$ cat src/rtl/div_unit_iter_pkg.sv
`default_nettype none
// ============================================================================
// Package  : div_pkg
// Purpose  : Shared types and ALU-op decode for the iterative divider.
// Revision : 1.0 - initial release
// ============================================================================
package div_pkg;

    typedef enum logic [1:0] {
        IDLE = 2'd0,
        CALC = 2'd1,
        FIX  = 2'd2,
        DONE = 2'd3
    } div_state_t;

    typedef struct packed {
        logic is_signed;
        logic want_rem;
    } div_func_t;

    typedef enum logic [1:0] {
        ALU_DIV  = 2'd0,
        ALU_DIVU = 2'd1,
        ALU_REM  = 2'd2,
        ALU_REMU = 2'd3
    } div_op_t;

    function automatic div_func_t div_decode(input div_op_t op);
        div_func_t f;
        f.is_signed = (op == ALU_DIV) || (op == ALU_REM);
        f.want_rem  = (op == ALU_REM) || (op == ALU_REMU);
        return f;
    endfunction

endpackage
`default_nettype wire

$ cat src/rtl/div_unit_iter_step.sv
`default_nettype none
// ============================================================================
// Module   : div_step
// Purpose  : Combinational chain of BITS_PER_CYCLE restoring divide steps.
// Revision : 1.0 - initial release
// ============================================================================
module div_step #(
    parameter int XLEN           = 32,
    parameter int BITS_PER_CYCLE = 1
) (
    input  logic [XLEN:0]             rem_i,
    input  logic [BITS_PER_CYCLE-1:0] dvd_bits_i,
    input  logic [XLEN-1:0]           divisor_i,
    output logic [XLEN:0]             rem_o,
    output logic [BITS_PER_CYCLE-1:0] q_bits_o
);

    logic [BITS_PER_CYCLE:0][XLEN:0] w_rem;

    assign w_rem[0] = rem_i;

    // Dividend bits enter MSB first; a clear sign bit on the trial difference means it fits.
    for (genvar j = 0; j < BITS_PER_CYCLE; j++) begin : g_step
        logic [XLEN+1:0] w_shift;
        logic [XLEN+1:0] w_diff;
        assign w_shift = {w_rem[j], dvd_bits_i[BITS_PER_CYCLE-1-j]};
        assign w_diff  = w_shift - {2'b00, divisor_i};
        assign q_bits_o[BITS_PER_CYCLE-1-j] = ~w_diff[XLEN+1];
        assign w_rem[j+1] = w_diff[XLEN+1] ? w_shift[XLEN:0] : w_diff[XLEN:0];
    end

    assign rem_o = w_rem[BITS_PER_CYCLE];

endmodule
`default_nettype wire

$ cat src/rtl/div_unit_iter.sv
`default_nettype none
// ============================================================================
// Module   : div_unit_iter
// Purpose  : Iterative DIV/DIVU/REM/REMU unit, BITS_PER_CYCLE quotient bits per clock.
// Revision : 1.0 - initial release
// ============================================================================
module div_unit_iter
    import div_pkg::*;
#(
    parameter int XLEN           = 32,
    parameter int BITS_PER_CYCLE = 1
) (
    input  logic            clk,
    input  logic            rst,
    input  logic            in_vld_i,
    output logic            in_rdy_o,
    input  logic [XLEN-1:0] opa_i,
    input  logic [XLEN-1:0] opb_i,
    input  logic            is_signed_i,
    input  logic            want_rem_i,
    input  logic            flush_i,
    output logic            out_vld_o,
    input  logic            out_rdy_i,
    output logic [XLEN-1:0] result_o,
    output logic            busy_o
);

    localparam int              c_iters   = XLEN / BITS_PER_CYCLE;
    localparam int              c_cnt_w   = $clog2(c_iters + 1);
    localparam logic [XLEN-1:0] c_int_min = {1'b1, {(XLEN-1){1'b0}}};

    div_state_t         state_q, state_d;
    logic [c_cnt_w-1:0] cnt_q, cnt_d;
    logic [XLEN-1:0]    dq_q, dq_d;
    logic [XLEN-1:0]    dvs_q, dvs_d;
    logic [XLEN:0]      rem_q, rem_d;
    logic [XLEN-1:0]    result_q, result_d;
    logic               q_neg_q, q_neg_d;
    logic               r_neg_q, r_neg_d;
    logic               want_rem_q, want_rem_d;

    div_func_t                 w_func;
    logic                      w_accept;
    logic                      w_div0;
    logic                      w_ovf;
    logic [XLEN-1:0]           w_abs_a;
    logic [XLEN-1:0]           w_abs_b;
    logic [XLEN-1:0]           w_special;
    logic [XLEN:0]             w_step_rem;
    logic [BITS_PER_CYCLE-1:0] w_q_bits;
    logic [XLEN-1:0]           w_q_fix;
    logic [XLEN-1:0]           w_r_fix;

    assign w_func.is_signed = is_signed_i;
    assign w_func.want_rem  = want_rem_i;

    assign w_accept = in_vld_i && (state_q == IDLE) && !flush_i;
    assign w_div0   = (opb_i == '0);
    assign w_ovf    = w_func.is_signed && (opa_i == c_int_min) && (opb_i == '1);
    assign w_abs_a  = (w_func.is_signed && opa_i[XLEN-1]) ? -opa_i : opa_i;
    assign w_abs_b  = (w_func.is_signed && opb_i[XLEN-1]) ? -opb_i : opb_i;

    // Divide-by-zero and INT_MIN/-1 bypass the iteration entirely.
    assign w_special = w_func.want_rem ? (w_div0 ? opa_i : '0)
                                       : (w_div0 ? '1 : c_int_min);

    // Dividend and quotient share one register: dividend bits leave the top
    // as quotient bits enter the bottom.
    div_step #(
        .XLEN           (XLEN),
        .BITS_PER_CYCLE (BITS_PER_CYCLE)
    ) u_step (
        .rem_i      (rem_q),
        .dvd_bits_i (dq_q[XLEN-1 -: BITS_PER_CYCLE]),
        .divisor_i  (dvs_q),
        .rem_o      (w_step_rem),
        .q_bits_o   (w_q_bits)
    );

    assign w_q_fix = q_neg_q ? -dq_q : dq_q;
    assign w_r_fix = r_neg_q ? -rem_q[XLEN-1:0] : rem_q[XLEN-1:0];

    always_comb begin
        state_d    = state_q;
        cnt_d      = cnt_q;
        dq_d       = dq_q;
        dvs_d      = dvs_q;
        rem_d      = rem_q;
        result_d   = result_q;
        q_neg_d    = q_neg_q;
        r_neg_d    = r_neg_q;
        want_rem_d = want_rem_q;

        case (state_q)
            IDLE: begin
                if (w_accept) begin
                    dq_d       = w_abs_a;
                    dvs_d      = w_abs_b;
                    rem_d      = '0;
                    cnt_d      = c_cnt_w'(c_iters - 1);
                    q_neg_d    = w_func.is_signed & (opa_i[XLEN-1] ^ opb_i[XLEN-1]);
                    r_neg_d    = w_func.is_signed & opa_i[XLEN-1];
                    want_rem_d = w_func.want_rem;
                    if (w_div0 || w_ovf) begin
                        result_d = w_special;
                        state_d  = DONE;
                    end else begin
                        state_d  = CALC;
                    end
                end
            end
            CALC: begin
                rem_d = w_step_rem;
                dq_d  = (dq_q << BITS_PER_CYCLE) | XLEN'(w_q_bits);
                if (cnt_q == '0) begin
                    state_d = FIX;
                end else begin
                    cnt_d = cnt_q - c_cnt_w'(1);
                end
            end
            FIX: begin
                result_d = want_rem_q ? w_r_fix : w_q_fix;
                state_d  = DONE;
            end
            DONE: begin
                if (out_rdy_i) begin
                    state_d = IDLE;
                end
            end
            default: state_d = IDLE;
        endcase

        // A squashed op must not disturb the last delivered result.
        if (flush_i) begin
            state_d  = IDLE;
            result_d = result_q;
        end
    end

    always_ff @(posedge clk or posedge rst) begin
        if (rst) begin
            state_q    <= IDLE;
            cnt_q      <= '0;
            dq_q       <= '0;
            dvs_q      <= '0;
            rem_q      <= '0;
            result_q   <= '0;
            q_neg_q    <= 1'b0;
            r_neg_q    <= 1'b0;
            want_rem_q <= 1'b0;
        end else begin
            state_q    <= state_d;
            cnt_q      <= cnt_d;
            dq_q       <= dq_d;
            dvs_q      <= dvs_d;
            rem_q      <= rem_d;
            result_q   <= result_d;
            q_neg_q    <= q_neg_d;
            r_neg_q    <= r_neg_d;
            want_rem_q <= want_rem_d;
        end
    end

    assign in_rdy_o  = (state_q == IDLE);
    assign out_vld_o = (state_q == DONE);
    assign busy_o    = (state_q != IDLE);
    assign result_o  = result_q;

endmodule
`default_nettype wire

$ cat config.mk
export PLATFORM = sky130hd
export DESIGN_NAME = div_unit_iter
export DESIGN_NICKNAME = d
export VERILOG_FILES = /design/src/rtl/div_unit_iter_pkg.sv /design/src/rtl/div_unit_iter_step.sv /design/src/rtl/div_unit_iter.sv
export SDC_FILE = /design/constraint.sdc
export NUM_CORES = 1
export LEC_CHECK = 0
export ABC_AREA = 1
export CAP_MARGIN = 20
export CORE_ASPECT_RATIO = 1.75
export CORE_UTILIZATION = 45
export CTS_BUF_LIST = sky130_fd_sc_hd__clkbuf_2
export DETAILED_ROUTE_END_ITERATION = 12
export PLACE_DENSITY_LB_ADDON = 0.05
export SLEW_MARGIN = 20
export SYNTH_ARGS = -nofsm -noshare
export SYNTH_HDL_FRONTEND = slang
export SYNTH_HIERARCHICAL = 1
export SYNTH_SLANG_ARGS = --single-unit
$ cat constraint.sdc
create_clock -name clk -period 4.9 [get_ports clk]
set_input_delay 0.98 -clock clk [delete_from_list [all_inputs] [get_ports clk]]
set_output_delay 0.98 -clock clk [all_outputs]
set_load 0.01 [all_outputs]
After elaboration in Yosys (flattened, before gate mapping). Cells that the tools add are included.

Flip-flop bits (word level): 140. Input bits: 71. Logic and storage cells: 76.

Muxes and demuxes: 25. $add $sub $neg: 6. Bitwise operators: 6. Eq/ne operators: 11. Reduce and logical (&&, ||, !) cells: 19.

Operator list (count): $mux 32 (10); $neg 32->32 (4); $pmux 32 s2 (2); $mux 33 (2); $pmux 33 s2 (1); $eq 32x32->1 const B (2); $sub 34x32->34 (1); $logic_not 32->1 (1); $or 32x1->32 (1); $mux 31 (1); $mux 6 (2); $pmux 6 s2 (1); $mux 2 (5); $pmux 2 s4 (1); $logic_and 1x1->1 (6); $logic_not 6->1 (1); $reduce_and 3->1 (2); $reduce_bool 2->1 (3); $sub 6x1->6 const B (1); $eq 2x2->1 const B (2); $ne 2x1->1 const B (2); $reduce_and 2->1 (2); $reduce_and 4->1 (1); $ne 3x1->1 const B (1); other kinds (10) (12).

Logic depth before layout (Yosys ltp). Gate-level depths: netlist (run 1).

Word-level depth: 8. Mapped depth: 18.

Cells and area by module. Netlist (run 1), hierarchy kept.

By module, submodules not included: div_unit_iter (instances 1, cells an instance 1631, area each 10209.8 sq um); div_step (instances 1, cells an instance 721, area each 3444.6 sq um).

Worst setup path before layout (run 1). OpenSTA, ideal clock, no wires.

Path kind: input to register. Start: input opa_i[0]. End: register result_q[1] (netlist: result_o[1]). Cell stages on the path: 12. Arrival time: 2.238 ns. Required time: 4.784 ns. Slack: 2.546 ns. Path buffers: 1. Library setup time: 0.116 ns. Cells stage by stage: inv_1 ha_1 nand2_1 nor2_1 nand2_1 nor2_1 nand3_1 nand3_2 nand3b_2 buf_2 nand2_1 nand2_1.

Cells in the longest elaborated chain, start to end: 6.

Ends and longest elaborated chain: from (decl) (RTL line div_unit_iter.sv:17) `input logic [XLEN-1:0] opa_i,`; $eq 32x32->1 (RTL line div_unit_iter.sv:59) `assign w_ovf = w_func.is_signed && (opa_i == c_int_min) && (opb_i == '1);`; $logic_and 1x1->1 (2 in series) (RTL line div_unit_iter.sv:59); $logic_or 1x1->1 (RTL line div_unit_iter.sv:104) `if (w_div0 || w_ovf) begin`; $ne 2x1->1 (no source line); $reduce_and 4->1 (no source line); to (signal assigned) (RTL line div_unit_iter.sv:157) `result_q <= result_d;`; to (decl) (RTL line div_unit_iter.sv:37) `logic [XLEN-1:0] result_q, result_d;`.

No other way between the ends. A chain may end at the register's enable or synchronous reset.

Final worst setup path (run 1).
Start: register state_q[0]. End: output busy_o.

Cells in the longest elaborated chain, start to end: 1.

Ends and longest elaborated chain: from (decl) (RTL line div_unit_iter.sv:32) `div_state_t state_q, state_d;`; from (signal assigned) (RTL line div_unit_iter.sv:152) `state_q <= state_d;`; $reduce_bool 2->1 (RTL line div_unit_iter.sv:166) `assign busy_o = (state_q != IDLE);`; to (decl) (RTL line div_unit_iter.sv:25) `output logic busy_o`.

No other way between the ends.

==> results.txt, run 1 <==
The detailed-routing iteration count for the pre-antenna-repair pass is 5. The flow ran to the end, and the final reports show no timing, DRC or antenna violations. The register-to-register setup slack is 1.83 ns.

The worst path needs 3.45 ns of the cycle, external delays included. The worst setup path category is register to primary output. The overall power consumption is 11.2 mW. The clock tree buffer depth is 2. The hold buffer count at cts is 0. The CTS sink count is between 100 and 150. The first global-routing pass estimated approximately 80,000 um of wire. The worst hold slack after final layout came out at 0.509 ns. By count the netlist is led by sky130_fd_sc_hd__nand2_1, sky130_fd_sc_hd__inv_1, sky130_fd_sc_hd__nand3_1. The final cycle utilization of the critical path came out at 70.5%. From bottom edge to top edge, the die measures 232 um. The post-CTS setup-driven buffer insertion count is 0. The residual overflow from global routing came out at 0. The clock tree skew after final layout is roughly 0.058 ns. Clock tree synthesis selected as its root buffer the cell sky130_fd_sc_hd__clkbuf_2. The sequential area share after synthesis is between 20% and 30%. Tracing the worst setup path back leads to its startpoint at state_q[0]. Relative to the synthesized area, the layout overhead comes to 11.0%. In this design, the stage delay of the slowest critical-path cell is 0.57 ns. Synthesis produced a netlist with a net count of roughly 2,500.

Data on the critical path arrives at its endpoint at about 2.5 ns. The HPWL after detailed placement came out at 40,700 um. The maximum number of pins on one net before global-route repair came out at 72. The final number of hold-violating endpoints came out at 0. The min-delay analysis places its worst path in the category register to register.

The number of gates resized after cts came out at 0. The number of setup violations in the final report is 0. At the worst endpoint, the required time is just under 4 ns.

The count of warnings emitted by yosys came out at 6. The number of placed instances, taps included is around 2,800. The detailed-route wire length is 50,400 um.

Clock-pin slew was measured on the worst setup and hold paths at approximately 0.26 ns. The critical path goes through inv_1 -> ha_1 -> inv_1 -> clkdlybuf4s50_1. sky130_fd_sc_hd__nand2_1 is the most common cell in the netlist. The worst-case headroom to the max-slew limit came out at 38.8%. The cell type contributing the most total cell area after synthesis is sky130_fd_sc_hd__dfrtp_1.

The overall die area came out at 31,100 um^2. The share of flip-flops with an asynchronous set or reset came out at 100%. The maximum clock rate came out at 290 MHz. The source of the worst register-to-register timing path is dvs_q[28]. The vias after detailed routing is approximately 15,000. The initial antenna violation count came out at 1.

The number of global-route vias before repair came to 14,400. Among all flip-flop cells after synthesis, the most frequent one is sky130_fd_sc_hd__dfrtp_1. The routed length per placed instance is 17.9 um. Setup repair after global routing left no endpoint under its margin. The overall track demand over capacity in global routing is between 30% and 40%. The netlist area before placement is 13,700 um^2. In this run the critical register-to-register path is captured at rem_q[0].

After synthesis, the largest family of logic cells by area is simple AND/OR/NAND/NOR gates. The fraction of layout instances using a drive strength above 1 came out at 4.08%. The maximum net fanout on the critical path came out at 5.

The routed via count divided by cell count is 5.35. The clock insertion delay at the later pin of the skew report is a little under 0.9 ns. Power spread over the standard cell area amounts to about 740 nW/um^2. The post-synthesis share of cell area spent on full adders, half adders and majority gates is 4.09%. The standard-cell row count came out at 84. After Yosys synthesis, XOR and XNOR cells account for 2.37% of the synthesized area.

The final count of pins violating max slew came out at 0. During I/O placement, the number of pins put on the boundary was 106. At the pin with the least slew margin, the transition time is 0.917 ns. STA classifies the critical path startpoint as a register.

The number of remaining DRC errors came out at 0. The synthesized netlist devotes between 10% and 20% of its cell area to compound gates. TritonCTS built the clock tree. Multiplexer cells account for 0% of the synthesized area. STA classifies the critical path endpoint as a primary output. The maximum vdd ir drop came out at 0.411 mV. The aggregate negative setup slack is 0 ns. The gate count of the mapped netlist came out at 2,352.

The number of enable-type register cells in the synthesized netlist came out at 0. The reported max-cap violation count came out at 0. The CTS H-tree depth came out at 4. The cell type of the slowest stage on the worst timing path is sky130_fd_sc_hd__clkdlybuf4s50_1. The number of synthesized register bits came out at 140. Ranked by total cell area, the synthesized netlist is headed by sky130_fd_sc_hd__dfrtp_1, sky130_fd_sc_hd__nand2_1, sky130_fd_sc_hd__nand3_1.

The non-filler instance count after layout came out at 2,816. The mean instance size in the synthesized netlist came out at roughly 5.8 um^2. The number of CTS-inserted buffers is 17. The total area inside the core boundary comes to 30,000 um^2. The cell depth of the worst flop-to-flop path came out at 13. The initial core utilization is 45.6%.

The area share of the largest cell type after synthesis came out at 25.7%. The initial DRC count is 995. The critical path ends at busy_o.

The simple-gate share of the synthesized area came out at 43.9%. The analysis attributes to cell leakage a power of 8.07 nW. The share of the core filled with cells is about half. The filler cell count in the final layout came out at 3,337. The number of distinct standard cells referenced by the synthesized netlist is 48. In this run the remaining antenna-violating nets after routing total 0. The number of port buffers is 105. The number of nets in the final layout is 2,531.

Measured along the x axis, the die boundary spans approximately 130 um. In this design, the critical path's most frequently occurring cell is sky130_fd_sc_hd__inv_1. The routability congestion estimate came out at ~1.
-- power by group --
part	leakage [nW]	switching [mW]	internal, mW
Combinational	6.12	5.61	2.60
Clock	0.135	0.510	0.194
Sequential	1.81	0.622	1.62
Total	8.07	6.74	4.42
-- kinds of logic (layout without fill, tap and decap cells) --
logic type / count (synthesis) / count (layout)
AND/OR/NAND/NOR: 1422 / 1422
buffers and inverters: 384 / 460
AO/OA/AOI/OAI: 325 / 325
adder cells (fa/ha/maj): 44 / 44
other: 0 / 1
flip-flops: 140 / 140
XOR/XNOR: 37 / 37
-- critical path, delay by kind of cell, from the launching register on --
family,cells,cell delay (ns)
buffers and inverters,3,0.85
flip-flops,1,0.48
adder cells (fa/ha/maj),1,0.27
-- cell usage in the layout (no fill, tap or decap), drive strengths merged, types with 33 or more instances in the layout --
| cell | instances |
|---|---|
| ha | 43 |
| nand3 | 269 |
| nand2 | 843 |
| o21ai | 202 |
| nor2 | 241 |
| xor2 | 33 |
| dfrtp | 140 |
| a21oi | 83 |
| inv | 307 |
| clkdlybuf4s50 | 105 |
-- layout make-up --
type	count	area (um^2)	area share [%]
antenna	1	2.50	0.0165
clock buffer	17	85.1	0.561
clock inverter	14	139	0.916
inverter	306	1150	7.61
multi-input combinational	1828	8600	56.8
sequential	140	3500	23.1
tap	387	484	3.19
timing repair buffer	123	1190	7.83
-- state kept, by name, indices dropped and copies added (netlist names) --
register,cells
dvs_q,32
want_rem_q,1
r_neg_q,1
result_o,32
dq_q,32
rem_q,33
state_q,2
cnt_q,6
q_neg_q,1
-- worst min path at each step --
| stage | slack, ns | from | to | cells after the start |
|---|---|---|---|---|
| 2_1_floorplan | 0.45 | dvs_q[30] | dvs_q[30] | 2 |
| 3_5_place_dp | 0.47 | result_o[12] | result_o[12] | 2 |
| 4_1_cts | 0.51 | rst | result_o[28] | 2 |
| 5_1_grt | 0.53 | result_o[20] | result_o[20] | 2 |
| 3_3_place_gp | 0.46 | result_o[17] | result_o[17] | 2 |
| 6_report | 0.51 | result_o[17] | result_o[17] | 2 |
-- metal layers --
metal / GRT usage [%] / share of wire (%) / vias to the layer above
met5: 0 / 0 / -
met1: 35.9 / 38 / 6872
met2: 60.3 / 52 / 458
met4: 22.2 / 6.7 / 0
met3: 3.18 / 3.9 / 125
li1: - / - / 7616
-- stage by stage --
stage	instance area [um^2]	setup WS, ns
finish	15200	1.45
global route	15200	1.31
CTS	15200	1.35
detailed placement	14900	0.999
global placement	14900	1.08
floorplan	13700	0.167
No activity file was read; power rests on OpenSTA's default activity.
==> run 2, diff against run 1 <==
==> constraint.sdc (replaced) <==
create_clock -name clk -period 3 [get_ports clk]
set_input_delay 0.6 -clock clk [delete_from_list [all_inputs] [get_ports clk]]
set_output_delay 0.6 -clock clk [all_outputs]
set_load 0.01 [all_outputs]
==> run 2 against run 1 <==
  * Flip-flop and latch count did not move
  * Die area stayed put
  * Power increased by 73%
  * Register-to-register slack got worse by 1.6 ns
  * Hold slack worse by 0.38 ns
  * Count of clock-buffer cells in the layout is 1 higher
  * Clock power is 79% higher
==> results.txt, run 2 (synthesis results as in run 1) <==
The cell type of the slowest stage on the worst timing path is sky130_fd_sc_hd__clkdlybuf4s50_1. The worst setup path is of the register to primary output kind. The floorplan core area came out at 30,000 um^2 (unchanged). The initial DRC count came out at 1,046 (+5.1%). The cell depth of the worst flop-to-flop path came out at 14 (+1). The power density of the placed cells came out at 1220 nW/um^2 (+66%). The I/O pin count is 106 (unchanged).

The end point of the critical path is in_rdy_o. The CTS sink count is 140 (unchanged). The pin slew with the least headroom to its limit is 0.836 ns (-0.0818 ns). The vias after detailed routing came out at 15,500 (+3.0%). Leaving out fill and tap cells, the most frequent cell in the layout is sky130_fd_sc_hd__nand2_1. The filler cell count in the final layout is 3,259 (-2.3%). The maximum number of pins on one net before global-route repair is 70 (-2.8%). In this run the worst setup path begins at state_q[1]. TritonCTS built the clock tree.

The number of nets in the final layout was 2,598 (+2.6%). The final cycle utilization of the critical path came out at 93.8%. The maximum clock rate came out at 355 MHz.

The min-delay analysis places its worst path in the category primary input to async pin. Leaving out fill and tap cells, the most frequent cells in the layout are sky130_fd_sc_hd__nand2_1, sky130_fd_sc_hd__inv_1, sky130_fd_sc_hd__nand3_1. The overall track demand over capacity in global routing is 34.7% (+1.6 points).

The maximum net fanout on the critical path came out at 5 (unchanged). The setup slack at placement came to -0.374 ns (-1.37 ns). Traced cell by cell, the critical path runs through inv_1 -> ha_2 -> clkdlybuf4s50_1. The worst flop-to-flop path endpoint is rem_q[1]. The detailed-routing iteration count for the pre-antenna-repair pass is 6 (+1). The wire length of the first global-routing pass is 81,200 um (+4.0%). The layout-stage area growth over the synthesis result is 15.7%. The clock tree buffer depth is 2 (unchanged). The maximum vdd ir drop came out at 0.774 mV (+88%).

The number of CTS-inserted buffers is 17 (unchanged). The CTS H-tree depth came to 4 (unchanged). The reported max-cap violation count came out at 0 (unchanged). The arrival time of data at the critical path endpoint came out at 2.22 ns (-0.25 ns).

The final count of pins violating max slew was 0 (unchanged). The post-CTS clock slew at the launch and capture registers of the worst setup and hold paths is 0.26 ns (about the same). The fraction of layout instances using a drive strength above 1 is 6.77% (+2.7 points). The initial core utilization came out at 45.6% (unchanged). The type of element launching the critical path is a register.

The routability congestion estimate came out at 1.01 (+0.42%). The count of antenna-violating nets left after detailed routing is 0 (unchanged). The die extent in x is 134 um (unchanged).

The minimum setup slack in the final design is 0.185 ns (-1.26 ns). The routed length per placed instance is 18.4 um (+2.6%). The startpoint identified for the worst register-to-register timing path is dvs_q[30]. The overall die area came out at 31,100 um^2 (unchanged).

The largest register by flop count is rem_q. The delay of the slowest critical-path stage is 0.56 ns (about the same). Setup repair after global routing left no endpoint under its margin. The overall power consumption came out at 19.3 mW (+73%). The number of global-route vias before repair came out at 14,800 (+2.6%). The standard-cell row count came to 84 (unchanged). The chip height came out at 232 um (unchanged). The clock insertion delay at the later pin of the skew report came to 0.86 ns (about the same). The aggregate negative setup slack is 0 ns (unchanged). The number of port buffers was 105 (unchanged). The routed via count divided by cell count is 5.39 (+0.62%). The residual overflow from global routing came to 0 (unchanged). The number of flip-flops in the largest register was 33 (unchanged). The HPWL after detailed placement was 43,200 um (+6.2%). The worst-case headroom to the max-slew limit came out at 43.7% (+4.9 points). The leakage power of the design is 8.44 nW (+4.5%). The worst setup path is captured at a primary output. The final critical path time including I/O delays and setup came out at 2.82 ns. The detailed-route wire length came out at 52,900 um (+5.0%).

The register-to-register setup slack is 0.20 ns (-1.63 ns). The hold buffer count at cts is 0 (unchanged). The cell at the root of the clock tree is sky130_fd_sc_hd__clkbuf_2. The clock tree skew after final layout came to 0.0430 ns (-0.0151 ns).

The required time of the worst setup path is 2.40 ns (-1.52 ns). The run finished with clean final reports. The number of setup violations in the final report is 0 (unchanged). The final number of hold-violating endpoints is 0 (unchanged).

The number of remaining DRC errors is 0 (unchanged). The initial antenna violation count is 1 (unchanged).
[run 2: where the power goes]
| part | leakage [nW] | internal (mW) | switching [mW] | total (mW) |
|---|---|---|---|---|
| Combinational | 6.48 | 4.87 | 9.69 | 14.6 |
| Clock | 0.146 | 0.409 | 0.852 | 1.26 |
| Sequential | 1.81 | 2.65 | 0.843 | 3.50 |
| Total | 8.44 | 7.93 | 11.4 | 19.3 |
[run 2: worst min-delay path by stage]
stage | startpoint | endpoint | slack (ns) | depth (start not counted)
after global routing | rst | result_o[26] | 0.09 | 2
after CTS | rst | result_o[26] | 0.09 | 2
after global placement | result_o[10] | result_o[10] | 0.46 | 2
after detailed placement | result_o[14] | result_o[14] | 0.47 | 2
after floorplan | dvs_q[30] | dvs_q[30] | 0.45 | 2
final | rst | result_o[26] | 0.13 | 2
[run 2: layout make-up]
cell class,instances,area (um^2),area share [%]
multi-input combinational,1828,8610,54.5
sequential,140,3500,22.2
timing repair buffer,190,1790,11.3
inverter,306,1150,7.30
tap,387,484,3.07
clock inverter,13,159,1.01
clock buffer,18,90.1,0.570
antenna,1,2.50,0.0158
[run 2: per-layer routing]
| layer | GRT usage, % | up-vias | share of wire, % |
|---|---|---|---|
| li1 | - | 7762 | - |
| met1 | 36.1 | 7202 | 36 |
| met2 | 64.4 | 433 | 53 |
| met3 | 3.79 | 129 | 3.6 |
| met4 | 24.0 | 0 | 7.2 |
| met5 | 0 | - | 0 |
[run 2: metrics by stage]
stage	utilization [%]	instances	hold WS (ns)	area, um^2
after floorplan	-	2352	0.449	13700
after global placement	51.8	2847	0.462	15500
after detailed placement	51.8	2847	0.466	15500
after CTS	52.7	2880	0.0912	15800
after global routing	52.7	2883	0.0928	15800
final	52.7	2883	0.127	15800
[run 2: worst max-delay path, delay by kind of cell, from the launching register on]
kind                     cells  cell delay, ns
adder cells (fa/ha/maj)      1            0.25
buffers and inverters        2            0.65
flip-flops                   1            0.46
[run 2: timing repair]
action,in CTS,in global routing
resized for setup,2,2
endpoints found under the setup margin,11,3
setup buffers,2,2
gates cloned,0,0
==> run 3, diff against run 2 <==
--- a/config.mk
+++ b/config.mk
@@ -17,3 +17,4 @@
 export SYNTH_HDL_FRONTEND = slang
 export SYNTH_HIERARCHICAL = 1
 export SYNTH_SLANG_ARGS = --single-unit
+export TNS_END_PERCENT = 10
==> results of run 3 <==
The final DEF is identical to that of run 2; final timing and power are the same.
